<file path="config.mk">
export PLATFORM = sky130hd
export DESIGN_NAME = extrator_caminho_flat
export DESIGN_NICKNAME = d
export VERILOG_FILES = /design/src/rtl/extrator_caminho_if.sv /design/src/rtl/extrator_caminho.sv /design/src/flat_wrapper.sv
export SDC_FILE = /design/constraint.sdc
export NUM_CORES = 1
export LEC_CHECK = 0
export BUFFER_PORTS_ARGS = -buffer_cell sky130_fd_sc_hd__clkbuf_2
export CELL_PAD_IN_SITES_DETAIL_PLACEMENT = 2
export CELL_PAD_IN_SITES_GLOBAL_PLACEMENT = 2
export CORE_UTILIZATION = 46
export DETAILED_ROUTE_END_ITERATION = 7
export PLACE_DENSITY = 0.86
export SYNTH_ARGS = -nofsm -noshare
export SYNTH_HDL_FRONTEND = slang
export SYNTH_SLANG_ARGS = --single-unit
</file>
<file path="constraint.sdc">
create_clock -name clk -period 4.5 [get_ports clk]
set_input_delay 0.675 -clock clk [delete_from_list [all_inputs] [get_ports clk]]
set_output_delay 0.675 -clock clk [all_outputs]
set_load 0.05 [all_outputs]
</file>
<file path="src/rtl/extrator_caminho_if.sv">
// Bus bundle for extrator_caminho: the predecessor-memory read port and the
// path output stream. The master side is the path extractor; the slave side
// is the memory plus the path consumer.
interface extrator_caminho_if #(
    parameter int ADDR_WIDTH = 12
) ();
    // Predecessor memory read port (data returns one cycle after the strobe)
    logic                  ant_rd_en_out;
    logic [ADDR_WIDTH-1:0] ant_rd_addr_out;
    logic [ADDR_WIDTH-1:0] ant_rd_data_in;

    // Path output stream, source first, destination flagged as last
    logic                  caminho_valid_out;
    logic                  caminho_ready_in;
    logic [ADDR_WIDTH-1:0] caminho_data_out;
    logic                  caminho_last_out;

    modport master (
        output ant_rd_en_out,
        output ant_rd_addr_out,
        input  ant_rd_data_in,
        output caminho_valid_out,
        input  caminho_ready_in,
        output caminho_data_out,
        output caminho_last_out
    );

    modport slave (
        input  ant_rd_en_out,
        input  ant_rd_addr_out,
        output ant_rd_data_in,
        input  caminho_valid_out,
        output caminho_ready_in,
        input  caminho_data_out,
        input  caminho_last_out
    );
endinterface

</file>
<file path="src/rtl/extrator_caminho.sv">
// Path extractor: starting at the destination node, follows the predecessor
// memory back to the source, pushing every node on a LIFO, then streams the
// LIFO out so the path appears in source-to-destination order.
module extrator_caminho #(
    parameter int ADDR_WIDTH  = 12,
    parameter int MAX_CAMINHO = 64,
    parameter int CONT_WIDTH  = 7
) (
    input  logic                  clk,
    input  logic                  rst_n,
    input  logic                  iniciar_in,
    input  logic [ADDR_WIDTH-1:0] fonte_in,
    input  logic [ADDR_WIDTH-1:0] destino_in,
    output logic                  ocupado_out,
    output logic                  pronto_out,
    output logic                  erro_out,
    output logic [CONT_WIDTH-1:0] tamanho_out,
    extrator_caminho_if.master    bus
);

    // LIFO index width; the counter width must be able to hold MAX_CAMINHO
    localparam int IDX_WIDTH = (MAX_CAMINHO > 1) ? $clog2(MAX_CAMINHO) : 1;
    localparam logic [CONT_WIDTH-1:0] CHEIO = CONT_WIDTH'(MAX_CAMINHO);
    localparam logic [CONT_WIDTH-1:0] UM    = CONT_WIDTH'(1);

    // Controller states
    localparam logic [2:0] OCIOSO = 3'd0;  // idle, waiting for a start
    localparam logic [2:0] LER    = 3'd1;  // issue predecessor read of cur
    localparam logic [2:0] ESPERA = 3'd2;  // predecessor data is on the bus
    localparam logic [2:0] EMITIR = 3'd3;  // stream LIFO to the consumer
    localparam logic [2:0] FIM    = 3'd4;  // one-cycle completion pulse

    logic [2:0]            estado_q, estado_d;
    logic [ADDR_WIDTH-1:0] fonte_q, fonte_d;
    logic [ADDR_WIDTH-1:0] cur_q, cur_d;
    logic [CONT_WIDTH-1:0] tamanho_q, tamanho_d;
    logic [CONT_WIDTH-1:0] ptr_q, ptr_d;      // live LIFO occupancy
    logic                  erro_q, erro_d;

    // LIFO storage; contents need no reset because occupancy gates every read
    logic [ADDR_WIDTH-1:0] pilha [MAX_CAMINHO];
    logic                  push_en;
    logic [IDX_WIDTH-1:0]  push_idx;
    logic [ADDR_WIDTH-1:0] push_val;
    logic [IDX_WIDTH-1:0]  topo_idx;
    logic [ADDR_WIDTH-1:0] topo_val;

    logic [ADDR_WIDTH-1:0] ant_dado;
    logic                  emitindo;
    logic                  ultimo;
    logic                  handshake;

    assign ant_dado  = bus.ant_rd_data_in;
    assign emitindo  = (estado_q == EMITIR);
    assign ultimo    = (ptr_q == UM);
    assign handshake = emitindo && bus.caminho_ready_in;
    assign topo_idx  = IDX_WIDTH'(ptr_q - UM);
    assign topo_val  = pilha[topo_idx];

    // Next-state, LIFO push/pop and walk bookkeeping
    always_comb begin
        estado_d  = estado_q;
        fonte_d   = fonte_q;
        cur_d     = cur_q;
        tamanho_d = tamanho_q;
        ptr_d     = ptr_q;
        erro_d    = erro_q;
        push_en   = 1'b0;
        push_idx  = IDX_WIDTH'(ptr_q);
        push_val  = ant_dado;

        case (estado_q)
            OCIOSO: begin
                if (iniciar_in) begin
                    // The destination is stored as the LIFO bottom and as the
                    // walk cursor, so no separate destination register is kept.
                    fonte_d   = fonte_in;
                    cur_d     = destino_in;
                    push_en   = 1'b1;
                    push_idx  = '0;
                    push_val  = destino_in;
                    ptr_d     = UM;
                    tamanho_d = UM;
                    erro_d    = 1'b0;
                    estado_d  = (fonte_in == destino_in) ? EMITIR : LER;
                end
            end

            LER: begin
                estado_d = ESPERA;
            end

            ESPERA: begin
                if (ant_dado == cur_q) begin
                    // Node is its own predecessor: the chain never reaches
                    // the source.
                    erro_d   = 1'b1;
                    ptr_d    = '0;
                    estado_d = FIM;
                end else if (tamanho_q == CHEIO) begin
                    // No room for another node: overflow, drop the path.
                    erro_d   = 1'b1;
                    ptr_d    = '0;
                    estado_d = FIM;
                end else begin
                    push_en   = 1'b1;
                    ptr_d     = ptr_q + UM;
                    tamanho_d = tamanho_q + UM;
                    cur_d     = ant_dado;
                    estado_d  = (ant_dado == fonte_q) ? EMITIR : LER;
                end
            end

            EMITIR: begin
                // Pop on every accepted node; tamanho keeps the pushed count.
                if (handshake) begin
                    ptr_d = ptr_q - UM;
                    if (ultimo) begin
                        estado_d = FIM;
                    end
                end
            end

            FIM: begin
                estado_d = OCIOSO;
            end

            default: begin
                estado_d = OCIOSO;
            end
        endcase
    end

    // Control and status registers with asynchronous active-low reset
    always_ff @(posedge clk or negedge rst_n) begin
        if (!rst_n) begin
            estado_q  <= OCIOSO;
            fonte_q   <= '0;
            cur_q     <= '0;
            tamanho_q <= '0;
            ptr_q     <= '0;
            erro_q    <= 1'b0;
        end else begin
            estado_q  <= estado_d;
            fonte_q   <= fonte_d;
            cur_q     <= cur_d;
            tamanho_q <= tamanho_d;
            ptr_q     <= ptr_d;
            erro_q    <= erro_d;
        end
    end

    // LIFO storage write port
    always_ff @(posedge clk) begin
        if (push_en) begin
            pilha[push_idx] <= push_val;
        end
    end

    // Outputs are decoded from registered state, so reset forces them to 0
    assign ocupado_out           = (estado_q != OCIOSO);
    assign pronto_out            = (estado_q == FIM);
    assign erro_out              = erro_q;
    assign tamanho_out           = tamanho_q;

    assign bus.ant_rd_en_out     = (estado_q == LER);
    assign bus.ant_rd_addr_out   = (estado_q == LER) ? cur_q : '0;

    assign bus.caminho_valid_out = emitindo;
    assign bus.caminho_data_out  = emitindo ? topo_val : '0;
    assign bus.caminho_last_out  = emitindo && ultimo;

endmodule

</file>
<file path="src/flat_wrapper.sv">
// flat-port wrapper written by rule: the top's interface ports become plain ports
module extrator_caminho_flat 
#(
    parameter int ADDR_WIDTH  = 12,
    parameter int MAX_CAMINHO = 64,
    parameter int CONT_WIDTH  = 7
)
  (clk, rst_n, iniciar_in, fonte_in, destino_in, ocupado_out, pronto_out, erro_out, tamanho_out, bus_ant_rd_en_out, bus_ant_rd_addr_out, bus_ant_rd_data_in, bus_caminho_valid_out, bus_caminho_ready_in, bus_caminho_data_out, bus_caminho_last_out);
  extrator_caminho_if #(.ADDR_WIDTH(ADDR_WIDTH)) bus_i ();
  input  logic clk;
  input  logic rst_n;
  input  logic iniciar_in;
  input  logic [ADDR_WIDTH-1:0] fonte_in;
  input  logic [ADDR_WIDTH-1:0] destino_in;
  output logic ocupado_out;
  output logic pronto_out;
  output logic erro_out;
  output logic [CONT_WIDTH-1:0] tamanho_out;
  output wire logic [$bits(bus_i.ant_rd_en_out)-1:0] bus_ant_rd_en_out;
  output wire logic [$bits(bus_i.ant_rd_addr_out)-1:0] bus_ant_rd_addr_out;
  input wire logic [$bits(bus_i.ant_rd_data_in)-1:0] bus_ant_rd_data_in;
  output wire logic [$bits(bus_i.caminho_valid_out)-1:0] bus_caminho_valid_out;
  input wire logic [$bits(bus_i.caminho_ready_in)-1:0] bus_caminho_ready_in;
  output wire logic [$bits(bus_i.caminho_data_out)-1:0] bus_caminho_data_out;
  output wire logic [$bits(bus_i.caminho_last_out)-1:0] bus_caminho_last_out;
  assign bus_ant_rd_en_out = bus_i.ant_rd_en_out;
  assign bus_ant_rd_addr_out = bus_i.ant_rd_addr_out;
  assign bus_i.ant_rd_data_in = bus_ant_rd_data_in;
  assign bus_caminho_valid_out = bus_i.caminho_valid_out;
  assign bus_i.caminho_ready_in = bus_caminho_ready_in;
  assign bus_caminho_data_out = bus_i.caminho_data_out;
  assign bus_caminho_last_out = bus_i.caminho_last_out;
  extrator_caminho #(.ADDR_WIDTH(ADDR_WIDTH), .MAX_CAMINHO(MAX_CAMINHO), .CONT_WIDTH(CONT_WIDTH)) u_core (.clk(clk), .rst_n(rst_n), .iniciar_in(iniciar_in), .fonte_in(fonte_in), .destino_in(destino_in), .ocupado_out(ocupado_out), .pronto_out(pronto_out), .erro_out(erro_out), .tamanho_out(tamanho_out), .bus(bus_i));
endmodule
</file>
### After elaboration in Yosys (flattened, before gate mapping)

Memories as Yosys holds them, arrays and structs flattened.
Index checks and enable logic that the tools add are counted.

* register bits: 42
* memory bits (writable): 768
* output and inout port bits: 37
* logic and storage cells: 72
* memories: 1

Memories
* u_core.pilha: words 64, bits a word 12, rd ports 1, clocked after Yosys merged registers in 0, write ports 1, RTL line extrator_caminho.sv:41 `logic [ADDR_WIDTH-1:0] pilha [MAX_CAMINHO];`

* $add $sub $neg: 3
* equality and inequality tests: 15
* mux-type cells: 36
* reduce and logical (&&, ||, !) cells: 11

Operator list (count)
* 12-bit two-way mux: 7
* 7-bit two-way mux: 6
* 12-bit == test: 3
* 12-bit one-hot mux with 2 select lines: 1
* 7-bit one-hot mux with 3 select lines: 1
* 3-bit two-way mux: 5
* 7-bit by 1-bit adder with 7-bit output, second input constant: 2
* 7-bit one-hot mux with 2 select lines: 1
* 6-bit two-way mux: 2
* 3-bit one-hot mux with 4 select lines: 1
* 2-bit inequality test, second input constant: 5
* 3-bit AND reduction: 3
* 1-bit two-way mux: 8
* 7-bit by 1-bit == test with 1-bit output, second input constant: 1
* 7-bit == test, second input constant: 1
* 7-bit by 1-bit subtractor with 7-bit output, second input constant: 1
* 3-bit by 2-bit == test with 1-bit output, second input constant: 2
* 3-bit nonzero test: 2
* 2-bit two-way mux: 2
* 1-bit one-hot mux with 2 select lines: 2
* 4-bit AND reduction: 1
* 3-bit by 1-bit == test with 1-bit output, second input constant: 1
* 3-bit == test, second input constant: 1
* 3-bit logical NOT: 1
* other kinds (4): 5

### Longest topological paths before layout

* word-level depth: 6
* mapped depth: 15
* mapped depth without buffers: 8

### Worst setup path after synthesis

Ideal clock, no wire load.

* path kind: reg-to-output
* start: register u_core.ptr_q[0]
* end: output bus_caminho_data_out[10]
* arrival time: 3.465 ns
* data required time: 3.825 ns
* setup slack: 0.360 ns
* cell stages (with the launch flop): 16
* buffers on the path: 8
* cell sequence: dfrtp_1 -> buf_6 -> buf_6 -> buf_6 -> buf_4 -> inv_2 -> ha_1 -> buf_2 -> buf_2 -> buf_2 -> buf_1 -> mux4_2 -> nor2_1 -> o22ai_1 -> o2111ai_1 -> o22ai_1

* cells in the longest elaborated chain, start to end: 3

Ends and longest elaborated chain
* start: declaration: RTL line extrator_caminho.sv:37 `logic [CONT_WIDTH-1:0] ptr_q, ptr_d;`
* start signal: assignment: RTL line extrator_caminho.sv:148 `ptr_q <= ptr_d;`
* 7-bit by 1-bit subtractor with 7-bit output: RTL line extrator_caminho.sv:57 `assign topo_idx = IDX_WIDTH'(ptr_q - UM);`
* memory read 64 x 12 bit
* 12-bit two-way mux: RTL line extrator_caminho.sv:170 `assign bus.caminho_data_out = emitindo ? topo_val : '0;`
* end: declaration: RTL line flat_wrapper.sv:24 `output wire logic [$bits(bus_i.caminho_data_out)-1:0] bus_caminho_data_out;`

No other way between the ends.

### Worst setup path after layout

* start: register u_core.ptr_q[0]
* end: output bus_caminho_data_out[1]

The elaborated chain is that of the path after synthesis.

==> results.md <==
- Run status: complete, but fails checks
- Failing checks: capacitance limit, setup timing
- Root Driver: clkbuf_16
- R2R depth: 6
- Post-synthesis instance area: 0.0327 mm2
- Hold Path Class: primary input to async pin
- Tcrit/Tclk final: 102%
- Initial core utilization: 46.6%
- Routed len/inst: 42.1 um
- Post-synth top area share: 70.5%
- Ports: 77
- First-pass detailed-route iteration total: 7
- Count of state elements after synthesis: 810
- DR vias: 20,100
- Dominant cells by area after synthesis: edfxtp_1 70%, mux4_2 13%, dfrtp_1 3.2%
- Met3 GRT Util: 6.94%
- 1st-iter DRT viols: 2,781
- CTS H-tree depth: 3
- Max_slew headroom: 0.575%
- Design area: 0.0383 mm2
- Row count: 97
- Layout overhead on the synthesized area: 16.9%
- Post-synth ARST share: 5.19%
- Critical Path Start Type: flip-flop
- Sequential element share of the synthesized area: 73.7%
- Final Worst Setup Slack: -94.0 ps
- Total GRT Usage: 34.6%
- Switching Share: 38.3%
- Flop pwr share: 34.0%
- Min Tclk post-route: 4590 ps
- Combinational power share: 38.6%
- Max-cap violations: 1
- Slew @ Worst Pin: 1490 ps
- Crit path capture type: output port
- HPWL Detailed: 67.5 mm
- Ys flop type: edfxtp_1
- Number of remaining DRC errors: 0
- Power share of the clock group: 27.4%
- Top-count cell post-synth: edfxtp_1
- CTS buffer count: 85
- Hold_ws: 36.2 ps
- RSZ-0062 raised after global routing: yes
- Vias/cell: 6.72
- Util after Layout: 54.4%
- Antenna violations before repair: 3
- Finish-stage setup viols: 6
- Fill count: 6,002
- Power per cell area: 732 mW/mm2
- Met1 usage: 43.5%
- ANT nets after route: 0
- Core area: 0.0703 mm2
- Die width: 269 um
- Largest net degree at the start of global routing: 65
- Nets@finish: 2,024
- Syn_area_per_cell: 18.3 um2
- CTS sink cnt: 810
- EDFF count, synth: 768
- Commonest cells post-synth: 768 x edfxtp_1, 237 x nand2_1, 192 x mux4_2, 86 x nor2_1, 50 x o21ai_0
- Worst vdd ir: 0.000464 V
- Vias in the first global route: 21,000
- Net Sw Power: 10,700 uW
- Port bufs: 76
- GRT overflow: 0
- Final Skew: 40.4 ps
- Met2 usage: 58.9%
- Max Clock Freq: 218 MHz
- Clock Tree Buf Depth: 3
- Total power: 28,000 uW
- Die Height: 269 um
- Die area: 0.0722 mm2
- Antenna cells: 0
- Power Internal: 17,300 uW
- Layout cells sized above 1: 29.0%
- Pleak: 0.0129 uW
- GR peak layer: met2
- Clk Latency, worst-skew pair: 670 ps
- Critical path fanouts, max: 13
- Synth unique cells: 56
- Crit path required time: 3830 ps
- CTS tree: built
- Cell taking the most area after synthesis: edfxtp_1
- Hold Vio Cnt, Final: 0
- Final Max Tran Viols: 0
- Post-Syn Nets: 1,833
- Placed cell areas: 0.0347 mm2
- CP Data Arrival Time: 3920 ps
- First-pass GRT wire length: 171 mm
- Placer Congestion: 0.842
- Clock slew at reported path FFs: 60 ps
- Ys Warns: 0
- DRT Wirelength: 126 mm
- Worst Setup Path Type: flip-flop to output port
- Gate count of the mapped netlist: 1,788
## power groups by stage
stage / Combinational, uW / Clock, uW / Sequential (uW)
after floorplan: 5650 / 0 / 9510
after global placement: 8550 / 0 / 9550
after detailed placement: 9240 / 0 / 9630
after CTS: 10100 / 7590 / 9490
after global routing: 11100 / 7900 / 9530
final: 10800 / 7690 / 9520
## through the flow
| stage | std cells | TNS [ps] | worst slack (ps) |
|---|---|---|---|
| final | 2986 | -349 | -94.0 |
| after global routing | 2986 | -599 | -90.1 |
| after CTS | 2978 | 0 | 7.71 |
| after detailed placement | 2798 | 0 | 109 |
| after global placement | 2798 | 0 | 377 |
| after floorplan | 1788 | 0 | 360 |
## layout make-up
cell class                 count  area, um2  area share, %
sequential                   810      24100           63.1
multi-input combinational    867       8390           21.9
clock buffer                 106       2260           5.90
timing repair buffer         203       1680           4.39
tap                          940       1180           3.07
clock inverter                48        574           1.50
inverter                      12       48.8          0.128
## final timing paths
check,slack [ps],to,startpoint
setup reg to reg,590,u_core.pilha[22][9]$_DFFE_PP_,u_core.estado_q[2]$_DFFE_PN0P_
hold reg to reg,500,u_core.fonte_q[5]$_DFFE_PN0P_,u_core.fonte_q[5]$_DFFE_PN0P_
min in group clk,260,u_core.fonte_q[3]$_DFFE_PN0P_,fonte_in[3]
setup / recovery,-90,bus_caminho_data_out[1],u_core.ptr_q[0]$_DFFE_PN0P_
max in group asynchronous,3650,u_core.ptr_q[0]$_DFFE_PN0P_,rst_n
hold / removal,40,u_core.fonte_q[1]$_DFFE_PN0P_,rst_n
## critical path, stage by stage (launching register included)
cell and delay (ps):
dfrtp_4 490, inv_2 100, ha_4 340, buf_8 200, buf_16 190, buf_4 190, mux4_2 330, nand2_1 140
nand3_1 220, nand4_1 210, buf_4 180, nand2_1 80, a211o_1 330, clkbuf_4 220
## registers in the layout, indices dropped and copies added, names as in the netlist
signal and cells:
u_core.cur_q 12, u_core.pilha 768, u_core.tamanho_out 7, u_core.ptr_q 7
u_core.erro_out 1, u_core.fonte_q 12, u_core.estado_q 3
## cells by family (layout without fill, tap and decap cells)
kind of cell	Yosys count	count (layout)	share of synthesized area, %
adder cells (fa/ha/maj)	5	5	0.191
AND/OR/NAND/NOR	444	444	5.96
XOR/XNOR	43	43	1.15
AO/OA/AOI/OAI	126	126	2.39
buffers and inverters	111	369	1.62
flip-flops	810	810	73.7
multiplexers	249	249	15.0
## cells in the final DEF (no fill, tap or decap), types with 5 or more instances in the layout
master,Yosys,routed
o21ai_0,50,41
xor2_1,6,5
nand3_1,31,31
dfrtp_1,42,37
bufinv_16,0,13
mux2_2,11,11
xnor2_1,37,35
clkbuf_16,0,88
mux4_2,192,192
mux2i_1,45,37
inv_6,0,5
nor4_1,6,5
clkbuf_1,42,18
buf_2,30,5
a211o_1,11,11
clkinv_1,0,15
nor2_1,86,78
inv_1,11,10
buf_12,0,9
nand2_1,237,225
clkbuf_2,0,68
buf_8,0,5
nor2_2,1,8
nor3_1,10,9
nand2_2,0,12
buf_4,6,101
nand4_1,31,31
o21ai_1,1,8
clkinv_2,0,12
edfxtp_1,768,768
a21oi_1,35,31
and2_1,14,14
## layer usage
metal,wire length [um],part of all wire (%)
met2,62600,50
met4,5970,4.7
met1,46600,37
met3,10400,8.3
met5,39,0.031
## timing repair
item                                    CTS  global route
hold buffers                              0             0
cloned                                    3             1
endpoints found under the setup margin   12            12
setup buffers                            23             4
gates resized for setup                  51            36
pin swaps                                15             7
Power figures use the tool's default switching activity.
